==> config.mk <==
export PLATFORM = sky130hd
export DESIGN_NAME = vga_sync_gen
export DESIGN_NICKNAME = d
export VERILOG_FILES = /design/src/rtl/vga_timing_pkg.sv /design/src/rtl/vga_pixel_ce.sv /design/src/rtl/vga_sync_gen.sv
export SDC_FILE = /design/constraint.sdc
export NUM_CORES = 1
export LEC_CHECK = 0
export BUFFER_PORTS_ARGS = -buffer_cell sky130_fd_sc_hd__buf_2
export CORE_ASPECT_RATIO = 1.4
export CORE_MARGIN = 10
export CORE_UTILIZATION = 35
export CTS_BUF_LIST = sky130_fd_sc_hd__clkbuf_8
export DETAILED_ROUTE_END_ITERATION = 7
export HOLD_SLACK_MARGIN = 0.02
export MAX_ROUTING_LAYER = met4
export PLACE_DENSITY = 0.67
export SYNTH_ARGS = -nofsm -noshare
export SYNTH_HDL_FRONTEND = slang
export SYNTH_SLANG_ARGS = --single-unit
==> constraint.sdc <==
create_clock -name clock -period 2.8 [get_ports clock]
set_clock_uncertainty 0.05 [all_clocks]
set_input_delay 0.42 -clock clock [delete_from_list [all_inputs] [get_ports clock]]
set_output_delay 0.42 -clock clock [all_outputs]
set_load 0.02 [all_outputs]
==> src/rtl/vga_timing_pkg.sv <==
// -----------------------------------------------------------------------------
// vga_timing_pkg
// Timing constants and small decode helpers for the 640x480@60 VGA raster.
// Every constant used by the sync generator lives here. The constants are
// typed to the counter widths so that comparisons stay width-matched.
// -----------------------------------------------------------------------------
package vga_timing_pkg;

    localparam int xbits = 10;
    localparam int ybits = 10;

    localparam logic [xbits-1:0] X_STEP = xbits'(1);
    localparam logic [ybits-1:0] Y_STEP = ybits'(1);

    // Horizontal timing, in pixels
    localparam logic [xbits-1:0] H_VISIBLE = xbits'(640);
    localparam logic [xbits-1:0] H_FP      = xbits'(16);
    localparam logic [xbits-1:0] H_SYNC    = xbits'(96);
    localparam logic [xbits-1:0] H_BP      = xbits'(48);
    localparam logic [xbits-1:0] H_TOTAL   = H_VISIBLE + H_FP + H_SYNC + H_BP;

    // Vertical timing, in lines
    localparam logic [ybits-1:0] V_VISIBLE = ybits'(480);
    localparam logic [ybits-1:0] V_FP      = ybits'(10);
    localparam logic [ybits-1:0] V_SYNC    = ybits'(2);
    localparam logic [ybits-1:0] V_BP      = ybits'(33);
    localparam logic [ybits-1:0] V_TOTAL   = V_VISIBLE + V_FP + V_SYNC + V_BP;

    // Derived sync windows (inclusive bounds) and last counter values
    localparam logic [xbits-1:0] H_SYNC_START = H_VISIBLE + H_FP;
    localparam logic [xbits-1:0] H_SYNC_END   = H_SYNC_START + H_SYNC - X_STEP;
    localparam logic [ybits-1:0] V_SYNC_START = V_VISIBLE + V_FP;
    localparam logic [ybits-1:0] V_SYNC_END   = V_SYNC_START + V_SYNC - Y_STEP;
    localparam logic [xbits-1:0] H_LAST       = H_TOTAL - X_STEP;
    localparam logic [ybits-1:0] V_LAST       = V_TOTAL - Y_STEP;

    // Pixel-rate divider: pix_ce fires when the 2-bit divider reaches this value
    localparam logic [1:0] PIXDIV_LAST = 2'd3;

    function automatic logic in_hsync(input logic [xbits-1:0] xv);
        return (xv >= H_SYNC_START) && (xv <= H_SYNC_END);
    endfunction

    function automatic logic in_vsync(input logic [ybits-1:0] yv);
        return (yv >= V_SYNC_START) && (yv <= V_SYNC_END);
    endfunction

    function automatic logic in_active(input logic [xbits-1:0] xv,
                                       input logic [ybits-1:0] yv);
        return (xv < H_VISIBLE) && (yv < V_VISIBLE);
    endfunction

endpackage

==> src/rtl/vga_pixel_ce.sv <==
// -----------------------------------------------------------------------------
// vga_pixel_ce
// Divide-by-4 pixel clock enable. A 2-bit divider free-runs 0..3 on every
// clock; pix_ce is high for the one clock in four where the divider is 3.
// Only instantiated by vga_sync_gen when VGA_PIXDIV_EN is defined.
//
// Ports
//   clock    in   system clock, rising edge
//   reset_n  in   asynchronous active-low reset (divider cleared to 0)
//   pix_ce   out  one-clock pixel advance pulse
// -----------------------------------------------------------------------------
module vga_pixel_ce
    import vga_timing_pkg::*;
(
    input  logic clock,
    input  logic reset_n,
    output logic pix_ce
);

    logic [1:0] div_q;
    logic [1:0] div_d;

    assign div_d  = div_q + 2'd1;
    assign pix_ce = (div_q == PIXDIV_LAST);

    always_ff @(posedge clock or negedge reset_n) begin
        if (!reset_n) begin
            div_q <= 2'd0;
        end else begin
            div_q <= div_d;
        end
    end

endmodule

==> src/rtl/vga_sync_gen.sv <==
// -----------------------------------------------------------------------------
// vga_sync_gen
// 640x480@60 VGA raster generator. x/y counters advance on each pixel
// enable while enable is high; hsync, vsync, activevideo, x and y are all
// registered from the same next-position value so they always describe the
// same pixel with zero skew. frame_start pulses for one clock in the clock
// where the outputs first show (0,0) after the last pixel of a frame.
//
// Build option
//   VGA_PIXDIV_EN  defined: pixel rate = clock/4 via vga_pixel_ce.
//                  undefined: pixel rate = clock (pix_ce high every clock
//                  after reset release).
//
// Ports
//   clock        in   system clock, rising edge
//   reset_n      in   asynchronous active-low reset
//   enable       in   counters run when high, hold when low
//   hsync        out  horizontal sync, active-low
//   vsync        out  vertical sync, active-low
//   activevideo  out  high inside the visible area
//   x            out  pixel column 0..799
//   y            out  line 0..524
//   pix_ce       out  one-clock pixel advance pulse
//   frame_start  out  one-clock pulse on wrap to (0,0)
// -----------------------------------------------------------------------------
module vga_sync_gen
    import vga_timing_pkg::*;
(
    input  logic             clock,
    input  logic             reset_n,
    input  logic             enable,
    output logic             hsync,
    output logic             vsync,
    output logic             activevideo,
    output logic [xbits-1:0] x,
    output logic [ybits-1:0] y,
    output logic             pix_ce,
    output logic             frame_start
);

    logic             pix_ce_w;
    logic             advance;

    logic [xbits-1:0] x_q, x_d;
    logic [ybits-1:0] y_q, y_d;
    logic             hsync_q, hsync_d;
    logic             vsync_q, vsync_d;
    logic             active_q, active_d;
    logic             frame_start_q, frame_start_d;

`ifdef VGA_PIXDIV_EN
    vga_pixel_ce u_pixel_ce (
        .clock   (clock),
        .reset_n (reset_n),
        .pix_ce  (pix_ce_w)
    );
`else
    // Registered so pix_ce is low during reset and high from the first
    // clock after release onwards.
    logic pix_ce_q;

    always_ff @(posedge clock or negedge reset_n) begin
        if (!reset_n) begin
            pix_ce_q <= 1'b0;
        end else begin
            pix_ce_q <= 1'b1;
        end
    end

    assign pix_ce_w = pix_ce_q;
`endif

    assign advance = pix_ce_w & enable;

    always_comb begin
        x_d           = x_q;
        y_d           = y_q;
        frame_start_d = 1'b0;
        if (advance) begin
            if (x_q == H_LAST) begin
                x_d = '0;
                if (y_q == V_LAST) begin
                    y_d           = '0;
                    frame_start_d = 1'b1;
                end else begin
                    y_d = y_q + Y_STEP;
                end
            end else begin
                x_d = x_q + X_STEP;
            end
        end
        // Decode from the next position so the flags register on the same
        // edge as the coordinates they describe.
        hsync_d  = ~in_hsync(x_d);
        vsync_d  = ~in_vsync(y_d);
        active_d = in_active(x_d, y_d);
    end

    always_ff @(posedge clock or negedge reset_n) begin
        if (!reset_n) begin
            x_q           <= '0;
            y_q           <= '0;
            hsync_q       <= 1'b1;
            vsync_q       <= 1'b1;
            active_q      <= 1'b1;
            frame_start_q <= 1'b0;
        end else begin
            x_q           <= x_d;
            y_q           <= y_d;
            hsync_q       <= hsync_d;
            vsync_q       <= vsync_d;
            active_q      <= active_d;
            frame_start_q <= frame_start_d;
        end
    end

    assign x           = x_q;
    assign y           = y_q;
    assign hsync       = hsync_q;
    assign vsync       = vsync_q;
    assign activevideo = active_q;
    assign frame_start = frame_start_q;
    assign pix_ce      = pix_ce_w;

endmodule

* Word-level counts from Yosys, hierarchy flattened
Index checks and enable logic that the tools add are counted.
Storage, ports and cells: register bits 25, bits of input ports 3, logic and storage cells 31
Cells by class: $add $sub $neg 2, magnitude comparators 6, equal/unequal tests 2, multiplexer cells 8, bitwise gates (word level) 3, reduce and logical (&&, ||, !) cells 3
Operator list (number):
- $mux W10 | 5
- $add A10 B1 Y10 const B | 2
- $eq A10 B10 Y1 const B | 2
- $ge A10 B10 Y1 const B | 1
- $ge A10 B9 Y1 const B | 1
- $le A10 B10 Y1 const B | 1
- $le A10 B9 Y1 const B | 1
- $lt A10 B10 Y1 const B | 1
- $lt A10 B9 Y1 const B | 1
- $logic_and A1 B1 Y1 | 3
- $mux W1 | 3
- $not A1 Y1 | 2
- $and A1 B1 Y1 | 1

* Longest topological paths before layout
Gate-level depths: netlist of the first run.
word-level depth 7, mapped depth 7, depth with buffers taken out 7

* Worst setup path before layout of the first run
OpenSTA, ideal clock, no wires.
path kind flip-flop to flip-flop, from register x_q[0] (netlist: x[0]), to register vsync_q (netlist: vsync), library setup time 82 ps, data arrival time 2171 ps, slack 497 ps, cell stages (with the launch flop) 8, buffers on the path 1, clock period less this slack 2303 ps, cells stage by stage dfrtp_1 > ha_1 > nand3_1 > or4_4 > buf_6 > a2111oi_4 > o22ai_1 > a211o_1
On the way: word-level cells in the longest chain between the ends 6, elaborated cells between the ends (all ways) 7, those cells by class order compare (2); eq/ne (1); mux (2); bitwise (1); reduce/logical (1)
RTL lines:
- from (decl) | line vga_sync_gen.sv:44 | logic [xbits-1:0] x_q, x_d;
- from (signal assigned) | line vga_sync_gen.sv:101 | x_q <= '0;
- from (signal assigned) | line vga_sync_gen.sv:108 | x_q <= x_d;
- $eq A10 B10 Y1 (*) | line vga_sync_gen.sv:80 | if (x_q == H_LAST) begin
- $mux W10 (*) | line vga_sync_gen.sv:80
- $mux W10 (*) | line vga_sync_gen.sv:79 | if (advance) begin
- $ge A10 B9 Y1 or $le A10 B9 Y1 (tied branches) | line vga_timing_pkg.sv:45 | return (yv >= V_SYNC_START) && (yv <= V_SYNC_END);
- $logic_and A1 B1 Y1 (*) | line vga_timing_pkg.sv:45
- $not A1 Y1 (*) | line vga_sync_gen.sv:95 | vsync_d = ~in_vsync(y_d);
- via vsync_d | line vga_sync_gen.sv:47 | logic vsync_q, vsync_d;
- to (signal assigned) | line vga_sync_gen.sv:111 | vsync_q <= vsync_d;
- to (decl) | line vga_sync_gen.sv:47
Mark *: on every way through the listed nets, which the timed path passes. The rest lies on a longest branch.

* Worst setup path after layout of the first run
from register x_q[0] (netlist: x[0]), to register active_q (netlist: activevideo)
On the way: word-level cells in the longest chain between the ends 5, elaborated cells between the ends (all ways) 9, those cells by class add/sub (1); order compare (2); eq/ne (1); mux (4); reduce/logical (1)
RTL lines:
- $eq A10 B10 Y1 | line vga_sync_gen.sv:80
- $mux W10 | line vga_sync_gen.sv:80
- $mux W10 | line vga_sync_gen.sv:79
- via y_d[9] | line vga_sync_gen.sv:45 | logic [ybits-1:0] y_q, y_d;
- $lt A10 B9 Y1 | line vga_timing_pkg.sv:50 | return (xv < H_VISIBLE) && (yv < V_VISIBLE);
- $logic_and A1 B1 Y1 | line vga_timing_pkg.sv:50
- via active_d | line vga_sync_gen.sv:48 | logic active_q, active_d;
- to (signal assigned) | line vga_sync_gen.sv:112 | active_q <= active_d;
- to (decl) | line vga_sync_gen.sv:48
The timed path passes the listed nets, and every way through them passes these cells.

==> results.yml, run 1 <==
worst_setup_path:
  critPathCaptureType: "flop"
  crit_path_top_delay_cell: "or4_4"
  path_class: "flop to flop"
  cp_top_family: "simple AND/OR/NAND/NOR gates"
  crit_path_cell_trace: "ha_1, nand3_1, or4_4, or3_2, o21ai_0, and3b_2"
  arrival_ns: 2.46
  critPathRequiredTime_ns: 2.96
  crit_fanout: 12
  critPathLaunchType: "flop"
  worst-path-buf-inv: 0
  cpPeakStageDelay_ns: 0.61
power_and_ir_drop:
  swShare: 0.328
  switchingPower_mw: 0.270
  pwr-share-clk: 0.255
  power_frac_comb: 0.207
  cellPowerDensity_mw_per_mm2: 498
  seqPwrFrac: 0.538
  peakVddDrop_mv: 0.445
  power_leakage_nw: 0.713
  p_int_mw: 0.555
timing:
  slew_headroom: 0.583
  tns_ns: 0
  hold_slack_ns: 0.0799
  setup_viol: 0
  min_period_over_period: 0.822
  tightest_slew_ns: 0.620
  maxSlewViolCount: 0
  hold_viol_final: 0
  rsz0062_at_grt: "no"
  fmax_mhz: 435
  period_minus_slack_ns: 2.30
clock_tree:
  clock_latency_ns: 0.27
  clock_sink_count: 25
  cts_buffers: 3
  postCtsSetupBuffers: 0
  path_clk_slew_ns: 0.09
  cts_hold_buf: 0
  cts_max_level: 1
  clk_root_buffer_cell: "clkbuf_8"
  cts_tree: "done"
  clockBufferDepth: 2
  cts_resized: 0
synth:
  synth_most_common_cell: "dfrtp_1"
  synth_enable_flop_cells: 0
  yosys_warnings: 0
  synth_seq_cells: 25
  synthesis.nets: 150
  synth_ff_type: "dfrtp_1"
  synth_cells: 144
  synthTopCellsByCount: "dfrtp_1 (22), nand2_1 (13), nand3_1 (11)"
  yosysTopAreaCellShare: 0.382
  synth_top_cell_by_area: "dfrtp_1"
  synthArstFlopShare: 1.00
  avgSynthCellArea_um2: 10.0
  syn_area_mm2: 0.00144
  synth.distinct_cells: 40
  ys_seq_area_frac: 0.437
  synth_area_leaders: "dfrtp_1 (38%), dfstp_2 (5.5%), nand3_1 (3.8%)"
grt:
  grt_remaining_overflow: 0
  antenna_found_initial: 0
  grt_pass1_wl_um: 5710
  grt_max_degree: 26
  grt_pass1_vias: 1216
  grtUsageTotal: 0.101
flow_run:
  drv_cap: 0
placement:
  numPortBuffers: 27
  place_hpwl_um: 2500
  gp_congestion: 0.805
drt:
  vias: 1180
  routed_via_density: 5.46
  route.antenna.remaining_nets: 0
  routed_wl_um: 3300
  drc: 0
  detail_route.wl_per_cell_um: 15.3
  drt-initial-drc-count: 72
  drt-pass1-iter-count: 4
floorplan:
  dieHeight_um: 95.9
  ios: 28
  dieArea_mm2: 0.00712
  row_count: 27
  die_x_um: 74.2
  initial_utilization: 0.364
  coreArea_mm2: 0.00395
cells_and_area:
  area_delta_synth_final_pct: 15.1
  num_antenna_cells: 0
  final_nets: 180
  drive_gt1_frac: 0.266
  n_fill_cell: 399
status:
  status: "finished, final reports clean"
hold_path:
  min_path_type: "primary input to async pin"
-- power by group through the flow --
| stage | clock (mW) | sequential, mW | combinational, mW |
|---|---|---|---|
| floorplan | 0 | 0.477 | 0.0774 |
| global placement | 0 | 0.446 | 0.172 |
| detailed placement | 0 | 0.451 | 0.175 |
| CTS | 0.218 | 0.444 | 0.176 |
| global route | 0.234 | 0.454 | 0.194 |
| finish | 0.211 | 0.444 | 0.171 |
-- placed cells by master (no fill, tap or decap), types with 2 or more instances in the layout --
| cell | n |
|---|---|
| a2111oi_4 | 2 |
| a21o_1 | 2 |
| a21oi_1 | 4 |
| and3_1 | 4 |
| buf_2 | 27 |
| buf_4 | 2 |
| clkbuf_8 | 3 |
| dfrtp_1 | 22 |
| dfstp_2 | 3 |
| ha_1 | 3 |
| inv_1 | 9 |
| nand2_1 | 13 |
| nand3_1 | 11 |
| nand3_2 | 2 |
| nand4_1 | 7 |
| nand4b_1 | 4 |
| nor2_1 | 7 |
| nor3_1 | 6 |
| nor4b_1 | 2 |
| o21ai_0 | 9 |
| or4_1 | 3 |
| xnor2_1 | 5 |
| xor2_1 | 4 |
-- state kept, by name, indices dropped and copies added, names as in the netlist --
| register | flops |
|---|---|
| vsync | 1 |
| x | 10 |
| pix_ce | 1 |
| hsync | 1 |
| frame_start | 1 |
| activevideo | 1 |
| y | 10 |
-- layout make-up --
type,count,area [um2],area share
sequential,25,629,0.380
clock inverter,1,5.00,0.00302
timing repair buffer,29,150,0.0906
multi-input combinational,106,744,0.449
inverter,9,33.8,0.0204
tap,43,53.8,0.0325
clock buffer,3,41.3,0.0249
-- worst reg2reg max path, delay by kind of cell (launching register included) --
family / cells / cell delay (ns)
flops: 1 / 0.41
simple gates: 4 / 1.47
fa+ha+maj: 1 / 0.22
compound gates: 1 / 0.10
-- worst paths after layout --
kind | start | to | slack, ns | depth (start not counted)
hold reg to reg | x[0] | x[0] | 0.52 | 1
max in group asynchronous | reset_n | vsync | 2.24 | 1
setup reg to reg | x[0] | activevideo | 0.50 | 6
min in group clock | enable | x[1] | 0.43 | 3
hold / removal | reset_n | y[5] | 0.08 | 1
setup / recovery | x[0] | activevideo | 0.50 | 6
-- metrics by stage --
stage / instances / instance area, um2 / worst slack [ns] / util / power [mW]
floorplan: 144 / 1440 / 0.497 / - / 0.555
global placement: 212 / 1610 / 0.564 / 0.408 / 0.618
detailed placement: 212 / 1610 / 0.505 / 0.408 / 0.625
CTS: 216 / 1660 / 0.487 / 0.419 / 0.837
global route: 216 / 1660 / 0.353 / 0.419 / 0.882
finish: 216 / 1660 / 0.500 / 0.419 / 0.825
-- cells by family (layout without fill, tap and decap cells) --
logic type	after synthesis	in the layout	share of synthesized area
AO/OA/AOI/OAI	26	26	0.143
XOR/XNOR	9	9	0.0547
adder cells (fa/ha/maj)	3	3	0.0261
buffers and inverters	13	42	0.0460
flip-flops	25	25	0.437
other	1	1	0.00260
AND/OR/NAND/NOR	67	67	0.290
-- layer usage --
| layer | part of all wire | global-route usage | vias up |
|---|---|---|---|
| li1 | - | - | 592 |
| met1 | 0.45 | 0.125 | 554 |
| met2 | 0.47 | 0.152 | 30 |
| met3 | 0.070 | 0.0288 | 4 |
| met4 | 0.010 | 0.0367 | 0 |
| met5 | 0 | - | - |
Note: power is estimated with default switching activity, not from simulation.
==> run 2: changes to the inputs <==
--- a/config.mk
+++ b/config.mk
@@ -5,6 +5,7 @@
 export SDC_FILE = /design/constraint.sdc
 export NUM_CORES = 1
 export LEC_CHECK = 0
+export ABC_AREA = 1
 export BUFFER_PORTS_ARGS = -buffer_cell sky130_fd_sc_hd__buf_2
 export CORE_ASPECT_RATIO = 1.4
 export CORE_MARGIN = 10
==> constraint.sdc (replaced) <==
create_clock -name clock -period 2.2 [get_ports clock]
set_clock_uncertainty 0.05 [all_clocks]
set_input_delay 0.33 -clock clock [delete_from_list [all_inputs] [get_ports clock]]
set_output_delay 0.33 -clock clock [all_outputs]
set_load 0.02 [all_outputs]
==> run 2 against run 1 <==
- non-clock buffer count fell by 1
- register-to-register slack got worse by 0.11 ns
- combinational power rose by 44%
- critical path type unchanged
- critical endpoint unchanged
- highest routed layer unchanged
==> results.yml, run 2 <==
floorplan:
  initial_utilization: 0.370
  coreArea_mm2: 0.00399
  row_count: 27
  die_x_um: 74.8
  dieHeight_um: 96.8
  ios: 28
  dieArea_mm2: 0.00724
synth:
  avgSynthCellArea_um2: 7.41
  yosysTopAreaCellShare: 0.374
  synth_cells: 199
  yosys_warnings: 0
  syn_area_mm2: 0.00147
  synth_most_common_cell: "nand2_1"
  synth_area_leaders: "dfrtp_1 (37%), nand2_1 (14%), nand3_1 (8.5%)"
  synth_ff_type: "dfrtp_1"
  ys_seq_area_frac: 0.427
  synth.distinct_cells: 23
  synthesis.nets: 205
  synth_seq_cells: 25
  synthTopCellsByCount: "nand2_1 (54), inv_1 (31), nand3_1 (25)"
  synth_top_cell_by_area: "dfrtp_1"
  synthArstFlopShare: 1.00
  synth_enable_flop_cells: 0
clock_tree:
  cts_tree: "done"
  clock_sink_count: 25
  cts_max_level: 1
  path_clk_slew_ns: 0.08
  cts_buffers: 3
  cts_resized: 0
  cts_hold_buf: 1
  clockBufferDepth: 2
  clk_root_buffer_cell: "clkbuf_8"
  clock_latency_ns: 0.26
  postCtsSetupBuffers: 0
drt:
  route.antenna.remaining_nets: 0
  wl_met3_um: 172
  dr_wl_met2_um: 1840
  drc: 0
  routed_via_density: 4.92
  maxUsedRoutingLayer: "met4"
  wl_met1_um: 1460
  drt-pass1-iter-count: 4
  drt-initial-drc-count: 40
  detail_route.wl_per_cell_um: 13.1
  vias: 1349
  routed_wl_um: 3580
status:
  status: "finished, final reports clean"
placement:
  numPortBuffers: 27
  gp_congestion: 0.970
  place_hpwl_um: 2850
timing:
  min_period_over_period: 0.824
  tns_ns: 0
  fmax_mhz: 552
  maxSlewViolCount: 0
  rsz0062_at_grt: "no"
  hold_viol_final: 0
  setup_viol: 0
  slew_headroom: 0.630
  period_minus_slack_ns: 1.81
  tightest_slew_ns: 0.554
worst_setup_path:
  crit_fanout: 7
  timing.rr.end: "activevideo"
  arrival_ns: 1.97
  rr_startpoint: "x[0]"
  reg2reg_slack_ns: 0.39
  critPathCaptureType: "flop"
  ff2ff_path_depth: 9
  critPathLaunchType: "flop"
  critPathRequiredTime_ns: 2.35
  path_class: "flop to flop"
grt:
  grt_remaining_overflow: 0
  grt_max_degree: 26
  grt_pass1_vias: 1334
  grt_pass1_wl_um: 6040
  antenna_found_initial: 0
  grtUsageTotal: 0.105
power_and_ir_drop:
  cellPowerDensity_mw_per_mm2: 626
  power_leakage_nw: 0.967
  peakVddDrop_mv: 0.337
cells_and_area:
  final_core_util: 0.431
  num_antenna_cells: 0
  final_common_cell: "nand2_1"
  n_fill_cell: 428
  final_nets: 238
  drive_gt1_frac: 0.225
  area_delta_synth_final_pct: 16.6
  layout_common_cells: "nand2_1 (54), inv_1 (32), buf_2 (27)"
hold_path:
  min_path_type: "primary input to flop"
  hold_path_end: "x[1]"
  whs_path_depth: 4
  holdCritStartpoint: "enable"
flow_run:
  drv_cap: 0
run 2: per-stage QoR:
stage                     instance area, um2  worst slack [ns]  total power [mW]  hold WS, ns  cells
after detailed placement                1660             0.441             0.825        0.303    269
final                                   1720             0.388              1.07        0.451    274
after global placement                  1660             0.467             0.823        0.307    269
after CTS                               1720             0.414              1.10        0.452    274
after floorplan                         1470             0.440             0.732      -0.0156    199
after global routing                    1720             0.260              1.16        0.476    274
run 2: report_power, final:
part           total (mW)  internal [mW]  switching, mW
Clock               0.264          0.125          0.140
Combinational       0.247         0.0851          0.161
Sequential          0.564          0.509         0.0547
run 2: layer usage:
layer  up-vias  global-route usage
li1        678                   -
met3        10              0.0214
met5         -                   -
met4         0              0.0451
met2        37               0.175
met1       624               0.115
run 2: kinds of logic (layout without fill, tap and decap cells):
family,Yosys count,after routing,share of synthesized area
compound gates,8,8,0.0289
other cells,1,1,0.00254
simple gates,121,121,0.395
flops,25,25,0.427
fa+ha+maj,3,3,0.0255
buf+inv,36,68,0.0917
xor+xnor,5,5,0.0297
run 2: worst max-delay path: stages (launching register included):
cell and delay [ns]:
dfrtp_1 0.40, ha_1 0.19, nand2_2 0.09, nor2_8 0.15, nand3_2 0.17, nor2_1 0.19, nand3_1 0.12, nand3_1 0.17
nand3_1 0.10, nor2_1 0.11
run 2: area by class of cell:
| type | instances | area (um2) | share of cell area |
|---|---|---|---|
| multi-input cells | 138 | 709 | 0.413 |
| flip-flops and latches | 25 | 629 | 0.366 |
| repair buffers | 28 | 145 | 0.0845 |
| inverters | 36 | 135 | 0.0787 |
| well taps | 43 | 53.8 | 0.0313 |
| clock buffers | 3 | 41.3 | 0.0240 |
| clock inverters | 1 | 3.75 | 0.00218 |
run 2: how the worst max path moves through the flow:
stage / from / to / slack [ns] / depth (start not counted)
after floorplan: x[0] / vsync / 0.44 / 11
after global placement: x[0] / vsync / 0.47 / 10
after detailed placement: x[0] / vsync / 0.44 / 10
after CTS: x[0] / activevideo / 0.41 / 9
after global routing: x[0] / vsync / 0.26 / 10
final: x[0] / activevideo / 0.39 / 9
